File: src/rtl/key_remap_writer_if.sv
// Write port between the key remap sequencer and the note-key remap RAM.
interface key_remap_writer_if #(
    parameter int NOTE_KEY_BITS = 7
);
    logic                     ram_rw;
    logic [NOTE_KEY_BITS-1:0] ram_addr;
    logic [NOTE_KEY_BITS-1:0] ram_in;

    modport master (output ram_rw, output ram_addr, output ram_in);
    modport slave  (input  ram_rw, input  ram_addr, input  ram_in);
endinterface

File: src/rtl/key_remap_writer.sv
// Interactive sequencer: walks the note slots, debounces and validates one
// physical key per slot, and writes it into the remap RAM.
module key_remap_writer #(
    parameter int NOTE_KEY_BITS = 7,
    parameter int STABLE_CYCLES = 1000000
) (
    input  logic                     clk,
    input  logic                     rst_n,
    input  logic                     start,
    input  logic                     abort,
    input  logic [NOTE_KEY_BITS-1:0] key_in,
    key_remap_writer_if.master       ram,
    output logic                     busy,
    output logic [2:0]               slot,
    output logic                     err,
    output logic                     done
);
    localparam int                     CNT_W     = $clog2(STABLE_CYCLES + 1);
    localparam logic [CNT_W-1:0]       LAST_CNT  = CNT_W'(STABLE_CYCLES - 1);
    localparam logic [2:0]             LAST_SLOT = 3'(NOTE_KEY_BITS - 1);
    localparam logic [NOTE_KEY_BITS-1:0] ONE     = NOTE_KEY_BITS'(1);

    typedef enum logic [2:0] {IDLE, WAIT_KEY, WRITE, WAIT_RELEASE, DONE} state_t;

    state_t                   state, next_state;
    logic [NOTE_KEY_BITS-1:0] key_s1, key_s2, key_stable, used;
    logic                     start_s1, start_s2, start_d, abort_s1, abort_s2;
    logic [CNT_W-1:0]         cnt;
    logic                     rw_q, rw_d, busy_d, done_d, err_d;
    logic [NOTE_KEY_BITS-1:0] addr_q, addr_d, data_q, data_d;
    logic                     start_rise, key_zero, key_multi, key_dup;

    assign start_rise = start_s2 & ~start_d;
    assign key_zero   = (key_stable == '0);
    assign key_multi  = ((key_stable & (key_stable - ONE)) != '0);
    assign key_dup    = ((key_stable & used) != '0);

    assign ram.ram_rw   = rw_q;
    assign ram.ram_addr = addr_q;
    assign ram.ram_in   = data_q;

    // Two-flop synchronizers for the raw buttons and keys, plus start edge history.
    always_ff @(posedge clk or negedge rst_n) begin
        if (!rst_n) begin
            key_s1   <= '0;
            key_s2   <= '0;
            start_s1 <= 1'b0;
            start_s2 <= 1'b0;
            start_d  <= 1'b0;
            abort_s1 <= 1'b0;
            abort_s2 <= 1'b0;
        end else begin
            key_s1   <= key_in;
            key_s2   <= key_s1;
            start_s1 <= start;
            start_s2 <= start_s1;
            start_d  <= start_s2;
            abort_s1 <= abort;
            abort_s2 <= abort_s1;
        end
    end

    // Debounce: the counter restarts on the edge where the synchronized key
    // changes, so a new value is accepted STABLE_CYCLES edges after it lands.
    always_ff @(posedge clk or negedge rst_n) begin
        if (!rst_n) begin
            cnt        <= '0;
            key_stable <= '0;
        end else begin
            if (key_s1 != key_s2)
                cnt <= '0;
            else if (cnt != LAST_CNT)
                cnt <= cnt + 1'b1;
            if (cnt == LAST_CNT)
                key_stable <= key_s2;
        end
    end

    // State register.
    always_ff @(posedge clk or negedge rst_n) begin
        if (!rst_n) state <= IDLE;
        else        state <= next_state;
    end

    // Next-state logic; abort overrides everything except a write already on the bus.
    always_comb begin
        next_state = state;
        case (state)
            IDLE:         if (start_rise && !abort_s2) next_state = WAIT_KEY;
            WAIT_KEY:     if (abort_s2) next_state = IDLE;
                          else if (!key_zero && !key_multi && !key_dup) next_state = WRITE;
            WRITE:        next_state = abort_s2 ? IDLE : WAIT_RELEASE;
            WAIT_RELEASE: if (abort_s2) next_state = IDLE;
                          else if (key_zero) next_state = (slot == LAST_SLOT) ? DONE : WAIT_KEY;
            DONE:         next_state = IDLE;
            default:      next_state = IDLE;
        endcase
    end

    // Output decode from the next state so every output leaves a flop.
    always_comb begin
        rw_d   = (next_state == WRITE);
        addr_d = rw_d ? (ONE << slot) : '0;
        data_d = rw_d ? key_stable : '0;
        busy_d = (next_state == WAIT_KEY) || (next_state == WRITE) ||
                 (next_state == WAIT_RELEASE);
        done_d = (next_state == DONE);
        err_d  = (state == WAIT_KEY) && !abort_s2 && !key_zero && (key_multi || key_dup);
    end

    // Registered outputs, slot index and the session's used-key mask.
    always_ff @(posedge clk or negedge rst_n) begin
        if (!rst_n) begin
            rw_q   <= 1'b0;
            addr_q <= '0;
            data_q <= '0;
            busy   <= 1'b0;
            done   <= 1'b0;
            err    <= 1'b0;
            slot   <= '0;
            used   <= '0;
        end else begin
            rw_q   <= rw_d;
            addr_q <= addr_d;
            data_q <= data_d;
            busy   <= busy_d;
            done   <= done_d;
            err    <= err_d;
            if (state == IDLE && next_state == WAIT_KEY) begin
                slot <= '0;
                used <= '0;
            end
            if (state == WRITE)
                used <= used | data_q;
            if (state == WAIT_RELEASE && next_state == WAIT_KEY)
                slot <= slot + 3'd1;
        end
    end
endmodule

File: src/flat_wrapper.sv
// flat-port wrapper written by rule: the top's interface ports become plain ports
module key_remap_writer_flat 
#(
    parameter int NOTE_KEY_BITS = 7,
    parameter int STABLE_CYCLES = 1000000
)
  (clk, rst_n, start, abort, key_in, busy, slot, err, done, ram_ram_rw, ram_ram_addr, ram_ram_in);
  key_remap_writer_if #(.NOTE_KEY_BITS(NOTE_KEY_BITS)) ram_i ();
  input  logic clk;
  input  logic rst_n;
  input  logic start;
  input  logic abort;
  input  logic [NOTE_KEY_BITS-1:0] key_in;
  output logic busy;
  output logic [2:0] slot;
  output logic err;
  output logic done;
  output wire logic [$bits(ram_i.ram_rw)-1:0] ram_ram_rw;
  output wire logic [$bits(ram_i.ram_addr)-1:0] ram_ram_addr;
  output wire logic [$bits(ram_i.ram_in)-1:0] ram_ram_in;
  assign ram_ram_rw = ram_i.ram_rw;
  assign ram_ram_addr = ram_i.ram_addr;
  assign ram_ram_in = ram_i.ram_in;
  key_remap_writer #(.NOTE_KEY_BITS(NOTE_KEY_BITS), .STABLE_CYCLES(STABLE_CYCLES)) u_core (.clk(clk), .rst_n(rst_n), .start(start), .abort(abort), .key_in(key_in), .ram(ram_i), .busy(busy), .slot(slot), .err(err), .done(done));
endmodule
File: config.mk
export PLATFORM = sky130hd
export DESIGN_NAME = key_remap_writer_flat
export DESIGN_NICKNAME = d
export VERILOG_FILES = /design/src/rtl/key_remap_writer_if.sv /design/src/rtl/key_remap_writer.sv /design/src/flat_wrapper.sv
export SDC_FILE = /design/constraint.sdc
export NUM_CORES = 1
export LEC_CHECK = 0
export BUFFER_PORTS_ARGS = -buffer_cell sky130_fd_sc_hd__clkbuf_2
export CAP_MARGIN = 15
export CORE_MARGIN = 2
export CORE_UTILIZATION = 35
export DETAILED_ROUTE_END_ITERATION = 10
export GPL_TIMING_DRIVEN = 0
export PLACE_DENSITY_LB_ADDON = 0.15
export SLEW_MARGIN = 20
export SYNTH_ARGS = -nofsm -noshare
export SYNTH_HDL_FRONTEND = slang
export SYNTH_SLANG_ARGS = --single-unit
File: constraint.sdc
create_clock -name clk -period 2 [get_ports clk]
set_input_delay 0.4 -clock clk [delete_from_list [all_inputs] [get_ports clk]]
set_output_delay 0.4 -clock clk [all_outputs]
set_load 0.1 [all_outputs]
# Word level (Yosys, flattened, before mapping)
# Cells that the tools add are included.
[op_classes]
shift = 1
bitwise = 5
reduce_logical = 22
muxes = 16
n_eq_ne = 11
add_sub_neg = 3
[op_table]
columns = ["op", "count"]
rows = [
  ["20-bit 2-to-1 mux", 2],
  ["7-bit 2-to-1 mux", 4],
  ["3-bit 2-to-1 mux", 8],
  ["20-bit by 1-bit adder with 20-bit output, second input constant", 1],
  ["20-bit equality test, second input constant", 1],
  ["20-bit inequality test, second input constant", 1],
  ["7-bit bitwise AND", 2],
  ["7-bit nonzero test", 2],
  ["3-bit by 2-bit equality test with 1-bit output, second input constant", 4],
  ["3-bit one-hot mux with 4 select lines", 1],
  ["1-bit logical AND", 8],
  ["7-bit zero test", 1],
  ["7-bit inequality test", 1],
  ["7-bit bitwise OR", 1],
  ["1-bit by 3-bit left shift with 7-bit output, first input constant", 1],
  ["7-bit by 1-bit subtractor with 7-bit output, second input constant", 1],
  ["3-bit by 1-bit equality test with 1-bit output, second input constant", 2],
  ["3-bit equality test, second input constant", 2],
  ["2-bit nonzero test", 3],
  ["1-bit zero test", 4],
  ["3-bit by 1-bit adder with 3-bit output, second input constant", 1],
  ["3-bit zero test", 1],
  ["1-bit logical OR", 3],
  ["2-bit 2-to-1 mux", 1],
  ["2 further kinds", 2],
]
[totals]
elab_cells = 76
inputBits = 11
out_inout_bits = 21
ff_bits = 77

# Depth between registers and ports, before layout
[logic_depth]
ltp_word = 13
ltp_mapped = 7
depth_no_buf = 7

# Worst setup path before layout
# OpenSTA, ideal clock, no wires.
[synth_path]
path_type = "reg-to-reg"
from = "register u_core.slot[0]"
to = "register u_core.slot[1]"
path_buffers = 0
slack_ns = -0.449
stages_incl_launch_ff = 8
t_arrival_ns = 2.324
setup_time_ns = 0.125
required_time_ns = 1.875
period_less_slack_ns = 2.449
cell_sequence = "dfrtp_1 -> inv_1 -> ha_1 -> nand3b_1 -> or4_1 -> nand2b_1 -> nor4_4 -> mux2_4"
[synth_via]
elab_chain_len = 8
word_cells_on_any_way = 11
classes_between = "add/sub: 1; eq/ne: 2; mux: 5; reduce/logical: 3"
[synth_rtl]
columns = ["item", "line_no", "source"]
rows = [
  ["from (decl)", "key_remap_writer.sv:14", "output logic [2:0] slot,"],
  ["from (signal assigned)", "key_remap_writer.sv:136", "slot <= slot + 3'd1;"],
  ["3-bit equality test", "key_remap_writer.sv:94", "else if (key_zero) next_state = (slot == LAST_SLOT) ? DONE : WAIT_KEY;"],
  ["3-bit 2-to-1 mux (2 in a row)", "key_remap_writer.sv:94", ""],
  ["3-bit 2-to-1 mux", "key_remap_writer.sv:93", "WAIT_RELEASE: if (abort_s2) next_state = IDLE;"],
  ["3-bit one-hot mux with 4 select lines", "key_remap_writer.sv:88", "case (state)"],
  ["3-bit by 1-bit equality test with 1-bit output", "key_remap_writer.sv:129, key_remap_writer.sv:135", ""],
  ["1-bit logical AND (on tied branches)", "key_remap_writer.sv:135, key_remap_writer.sv:129", ""],
  ["3-bit 2-to-1 mux or 2-bit nonzero test (tied branches)", "--", ""],
]
# Several ways; a longest one is shown, not always the timed one.
# A chain may end at the register's enable or synchronous reset.

# Worst setup path after layout
[layout_path]
from = "register u_core.key_stable[5]"
to = "register u_core.state[1]"
[layout_via]
elab_chain_len = 9
word_cells_on_any_way = 16
classes_between = "add/sub: 1; mux: 5; bitwise: 2; reduce/logical: 8"
[layout_rtl]
columns = ["item", "line_no", "source"]
rows = [
  ["from (decl)", "key_remap_writer.sv:26", "logic [NOTE_KEY_BITS-1:0] key_s1, key_s2, key_stable, used;"],
  ["from (signal assigned)", "key_remap_writer.sv:75", "key_stable <= key_s2;"],
  ["7-bit by 1-bit subtractor with 7-bit output", "key_remap_writer.sv:35", "assign key_multi = ((key_stable & (key_stable - ONE)) != '0);"],
  ["7-bit bitwise AND", "key_remap_writer.sv:35", ""],
  ["7-bit nonzero test", "key_remap_writer.sv:35", ""],
  ["1-bit zero test", "key_remap_writer.sv:91", "else if (!key_zero && !key_multi && !key_dup) next_state = WRITE;"],
  ["1-bit logical AND (2 in a row)", "key_remap_writer.sv:91", ""],
  ["3-bit 2-to-1 mux", "key_remap_writer.sv:91", ""],
  ["3-bit 2-to-1 mux", "key_remap_writer.sv:90", "WAIT_KEY: if (abort_s2) next_state = IDLE;"],
  ["3-bit one-hot mux with 4 select lines *", "key_remap_writer.sv:88", ""],
  ["via u_core.next_state[1]", "key_remap_writer.sv:25", "state_t state, next_state;"],
  ["to (signal assigned)", "key_remap_writer.sv:82", "else state <= next_state;"],
  ["to (decl)", "key_remap_writer.sv:25", ""],
]
# Mark *: on every way through the listed nets, which the timed path passes. The rest lies on a longest branch.

==> metrics.log <==
[metrics] result of the run: complete, but fails checks
[metrics] Data arrival, critical path: 2.52 ns
[metrics] peak per-stage delay on the critical path: 0.55 ns
[metrics] Remaining Overflow, GRT: 0
[metrics] met1 routed wirelength after detailed routing: 3070 um
[metrics] Synth Area per Inst: 11.6 um^2
[metrics] number of CTS-inserted buffers: 9
[metrics] leak pwr: 0.00181 uW
[metrics] remaining routing DRC violations: 0
[metrics] starting density of the core: 35.4%
[metrics] Max Fclk: 437 MHz
[metrics] largest net degree at the start of global routing: 40
[metrics] minimum setup slack in the final design: -0.290 ns
[metrics] ratio of final minimum period to clock period: 114%
[metrics] last weighted congestion value of the routability-driven placer: 0.747
[metrics] wire length of the first global-routing pass: 10800 um
[metrics] gate count after technology mapping: 277
[metrics] sequential-to-total area share from yosys stat: 59.8%
[metrics] number of primary I/O pins: 32
[metrics] Area growth syn-to-layout: 20.5%
[metrics] core region area: 0.00911 mm^2
[metrics] crit-path leading delay family: simple AND/OR/NAND/NOR gates
[metrics] number of sinks driven by the clock tree: 77
[metrics] final clock skew: 0.0141 ns
[metrics] number of buffers added on ports: 31
[metrics] worst-margin pin slew: 0.593 ns
[metrics] area of the die: 0.0100 mm^2
[metrics] height of the chip: 100 um
[metrics] slowest CP cell: sky130_fd_sc_hd__or4_4
[metrics] class of the worst hold path: input port to async pin
[metrics] pins over their slew limit: 0
[metrics] largest fanout of any net on the critical path: 5
[metrics] combined buffer and inverter count along the critical path: 2
[metrics] Detailed Place HPWL: 4260 um
[metrics] detailed router's first-iteration violation count: 62
[metrics] clock tree from TritonCTS: done
[metrics] Chip Width: 100 um
[metrics] number of warnings printed during yosys synthesis: 0
[metrics] critical path type: flop to flop
[metrics] ant diodes: 0
[metrics] number of failing setup endpoints in the final timing report: 19
[metrics] number of nets in the layout: 346
[metrics] final setup TNS: -3.52 ns
[metrics] clock-pin slew of the registers on the worst-case setup and hold paths: 0.09 ns
[metrics] detailed-routing iteration count for the pre-antenna-repair pass: 5
[metrics] final total power: 2920 uW
[metrics] average wire length per cell after detail routing: 13.9 um
[metrics] maximum number of buffers from clock root to sink: 2
[metrics] fin crit period: 2.29 ns
[metrics] worst relative slew slack: 60.3%
[metrics] number of violations of the max-capacitance limit: 0
[metrics] maximum level of the CTS H-tree: 3
[metrics] total vias in the final route: 2184
[metrics] Global Route Usage Sum: 13.8%
[metrics] final WL: 6190 um
[metrics] synth unique cells: 45
[metrics] clock insertion delay at the later pin of the skew report: 0.35 ns
[metrics] element type at the critical path end: flop
[metrics] summed instance area of the synthesized netlist: 0.00322 mm^2
[metrics] Final Hold Slack: 0.0542 ns
[metrics] Syn Nets: 294
[metrics] critical path startpoint category: flop
[metrics] RSZ-0062 raised after global routing: true
[metrics] mean number of vias per cell: 4.91
[metrics] floorplan row count: 35
[metrics] power density of the placed cells: 752 mW/mm^2
[metrics] critical path required time: 2.23 ns
[metrics] fraction of final layout cells sized beyond drive strength 1: 26.3%
[metrics] worst-case vdd ir drop: 0.397 mV
[metrics] top sig layer: met4
[metrics] hold violation total from the final report: 0
[metrics] count of fill cells added during filler insertion: 926
[metrics] failing checks: negative setup slack
[metrics] routed length on met3: 212 um
[metrics] worst path cell trace: or4_4 > or3_4 > buf_6 > xor2_2 > and4bb_4 > buf_6 > a211o_1
[metrics] Clk Tree Root Cell: sky130_fd_sc_hd__clkbuf_8
[metrics] sum of met2 wire segment lengths after detailed routing: 2820 um
[metrics] initial antenna violation count: 0
[metrics] via count of the first global-routing pass: 2181
[metrics] Detail Route Antenna Nets: 0
[metrics] crit-path most repeated cell: sky130_fd_sc_hd__buf_6
[metrics] number of flip-flops and latches in the synthesized netlist: 77
==> cells in the mapped netlist <==
cell	n	area [um^2]
sky130_fd_sc_hd__nor4_4	1	21.3
sky130_fd_sc_hd__and4bb_4	1	16.3
sky130_fd_sc_hd__a22oi_1	3	22.5
sky130_fd_sc_hd__o21a_1	2	15.0
sky130_fd_sc_hd__a21oi_1	13	65.1
sky130_fd_sc_hd__xnor2_1	9	78.8
sky130_fd_sc_hd__xor2_1	11	96.3
sky130_fd_sc_hd__nand2b_1	3	18.8
sky130_fd_sc_hd__o41a_1	1	11.3
sky130_fd_sc_hd__or4_1	2	15.0
sky130_fd_sc_hd__nand3b_1	1	7.51
sky130_fd_sc_hd__mux2_2	7	78.8
sky130_fd_sc_hd__nor4b_1	1	8.76
sky130_fd_sc_hd__a22o_1	1	8.76
sky130_fd_sc_hd__or3_4	1	11.3
sky130_fd_sc_hd__and3b_1	1	8.76
sky130_fd_sc_hd__and3_1	9	56.3
sky130_fd_sc_hd__or3_1	8	50.1
sky130_fd_sc_hd__nor2_1	36	135
sky130_fd_sc_hd__a211oi_1	5	37.5
sky130_fd_sc_hd__inv_1	7	26.3
sky130_fd_sc_hd__nor3b_1	1	7.51
sky130_fd_sc_hd__mux2i_1	3	30.0
sky130_fd_sc_hd__nand4b_1	3	26.3
sky130_fd_sc_hd__nand3_1	7	35.0
sky130_fd_sc_hd__a31oi_1	1	6.26
sky130_fd_sc_hd__or2_2	1	6.26
sky130_fd_sc_hd__dfrtp_1	77	1930
sky130_fd_sc_hd__nor4_1	5	31.3
sky130_fd_sc_hd__mux2_4	1	15.0
sky130_fd_sc_hd__nor2b_1	1	6.26
sky130_fd_sc_hd__buf_6	1	11.3
sky130_fd_sc_hd__ha_1	6	75.1
sky130_fd_sc_hd__or4_4	1	11.3
sky130_fd_sc_hd__nand4_1	4	25.0
sky130_fd_sc_hd__nand2_1	11	41.3
sky130_fd_sc_hd__a21o_1	1	7.51
sky130_fd_sc_hd__o21ai_0	6	30.0
sky130_fd_sc_hd__a211o_1	1	8.76
sky130_fd_sc_hd__buf_2	1	5.00
sky130_fd_sc_hd__and4b_1	1	10.0
sky130_fd_sc_hd__and2_1	7	43.8
sky130_fd_sc_hd__and4_1	3	26.3
sky130_fd_sc_hd__clkbuf_1	5	18.8
sky130_fd_sc_hd__nor3_1	6	30.0
==> placed cells by master, fill, tap and decap left out, types with 8 or more instances in the layout <==
cell | netlist | routed
sky130_fd_sc_hd__dfrtp_1 | 77 | 73
sky130_fd_sc_hd__nor2_1 | 36 | 35
sky130_fd_sc_hd__clkbuf_2 | 0 | 30
sky130_fd_sc_hd__a21oi_1 | 13 | 13
sky130_fd_sc_hd__nand2_1 | 11 | 11
sky130_fd_sc_hd__xor2_1 | 11 | 10
sky130_fd_sc_hd__clkbuf_8 | 0 | 10
sky130_fd_sc_hd__xnor2_1 | 9 | 9
sky130_fd_sc_hd__or3_1 | 8 | 8
sky130_fd_sc_hd__and3_1 | 9 | 8
sky130_fd_sc_hd__buf_4 | 0 | 8
==> per-stage QoR <==
stage	instance area, um^2	instances	worst slack [ns]	util, %
2_1_floorplan	3230	277	-0.171	-
3_3_place_gp	3520	419	-0.374	38.7
3_5_place_dp	3550	420	-0.376	39.0
4_1_cts	3830	443	-0.349	42.0
5_1_grt	3880	445	-0.358	42.7
6_report	3880	445	-0.290	42.7
==> state kept, by name, indices dropped and copies added, names as in the netlist <==
name and count:
u_core.state 3, u_core.ram.ram_addr 7, u_core.key_s1 7, u_core.ram.ram_in 7, u_core.key_s2 7, u_core.start_s1 1, u_core.key_stable 7, u_core.cnt 20
u_core.start_d 1, u_core.err 1, u_core.abort_s2 1, u_core.used 7, u_core.abort_s1 1, u_core.done 1, u_core.slot 3, u_core.busy 1
u_core.ram.ram_rw 1, u_core.start_s2 1
==> kinds of logic after synthesis <==
family                     synth area share [%]
muxes                                      3.84
DFF                                        59.8
and+or+nand+nor                            20.1
AOI/OAI and AO/OA                          6.60
adders and majority gates                  2.33
buffers and inverters                      1.90
xor gates and xnor gates                   5.43
==> power breakdown <==
group          switching (uW)  internal [uW]
registers                15.2           1580
clock network             611            631
logic                    58.8           25.6
==> what timing repair did <==
item                       CTS  global route
buffers inserted             6             2
hold buffers                 0             0
gates cloned                 1             0
setup endpoints to repair   29            28
gates resized for setup      5            12
pin swaps                    1             3
==> layer usage <==
| metal | GRT usage, % | vias up |
|---|---|---|
| met5 | 0 | - |
| met4 | 4.11 | 0 |
| met3 | 4.39 | 7 |
| met2 | 20.7 | 41 |
| met1 | 19.4 | 1058 |
| li1 | - | 1078 |
==> final cells by class <==
class                      count  area, um^2  share of cell area [%]
buffer                         7        37.5                   0.966
inverter                       7        26.3                   0.676
tap                          111         139                    3.57
clock inverter                 6        73.8                    1.90
timing repair buffer          41         253                    6.51
clock buffer                  10         138                    3.54
multi-input combinational    186        1290                    33.1
sequential                    77        1930                    49.7
==> final timing paths <==
kind | slack, ns | start | end | cells after the start
min in group clk | 0.15 | key_in[4] | u_core.key_s1[4]$_DFF_PN0_ | 1
hold / removal | 0.05 | rst_n | u_core.ram.ram_addr[3]$_DFF_PN0_ | 1
max in group asynchronous | 1.35 | rst_n | u_core.start_d$_DFF_PN0_ | 2
setup reg to reg | -0.29 | u_core.key_stable[5]$_DFFE_PN0N_ | u_core.state[1]$_DFF_PN0_ | 7
setup / recovery | -0.29 | u_core.key_stable[5]$_DFFE_PN0N_ | u_core.state[1]$_DFF_PN0_ | 7
hold reg to reg | 0.35 | u_core.abort_s1$_DFF_PN0_ | u_core.abort_s2$_DFF_PN0_ | 0
No activity file was read; power rests on OpenSTA's default activity.
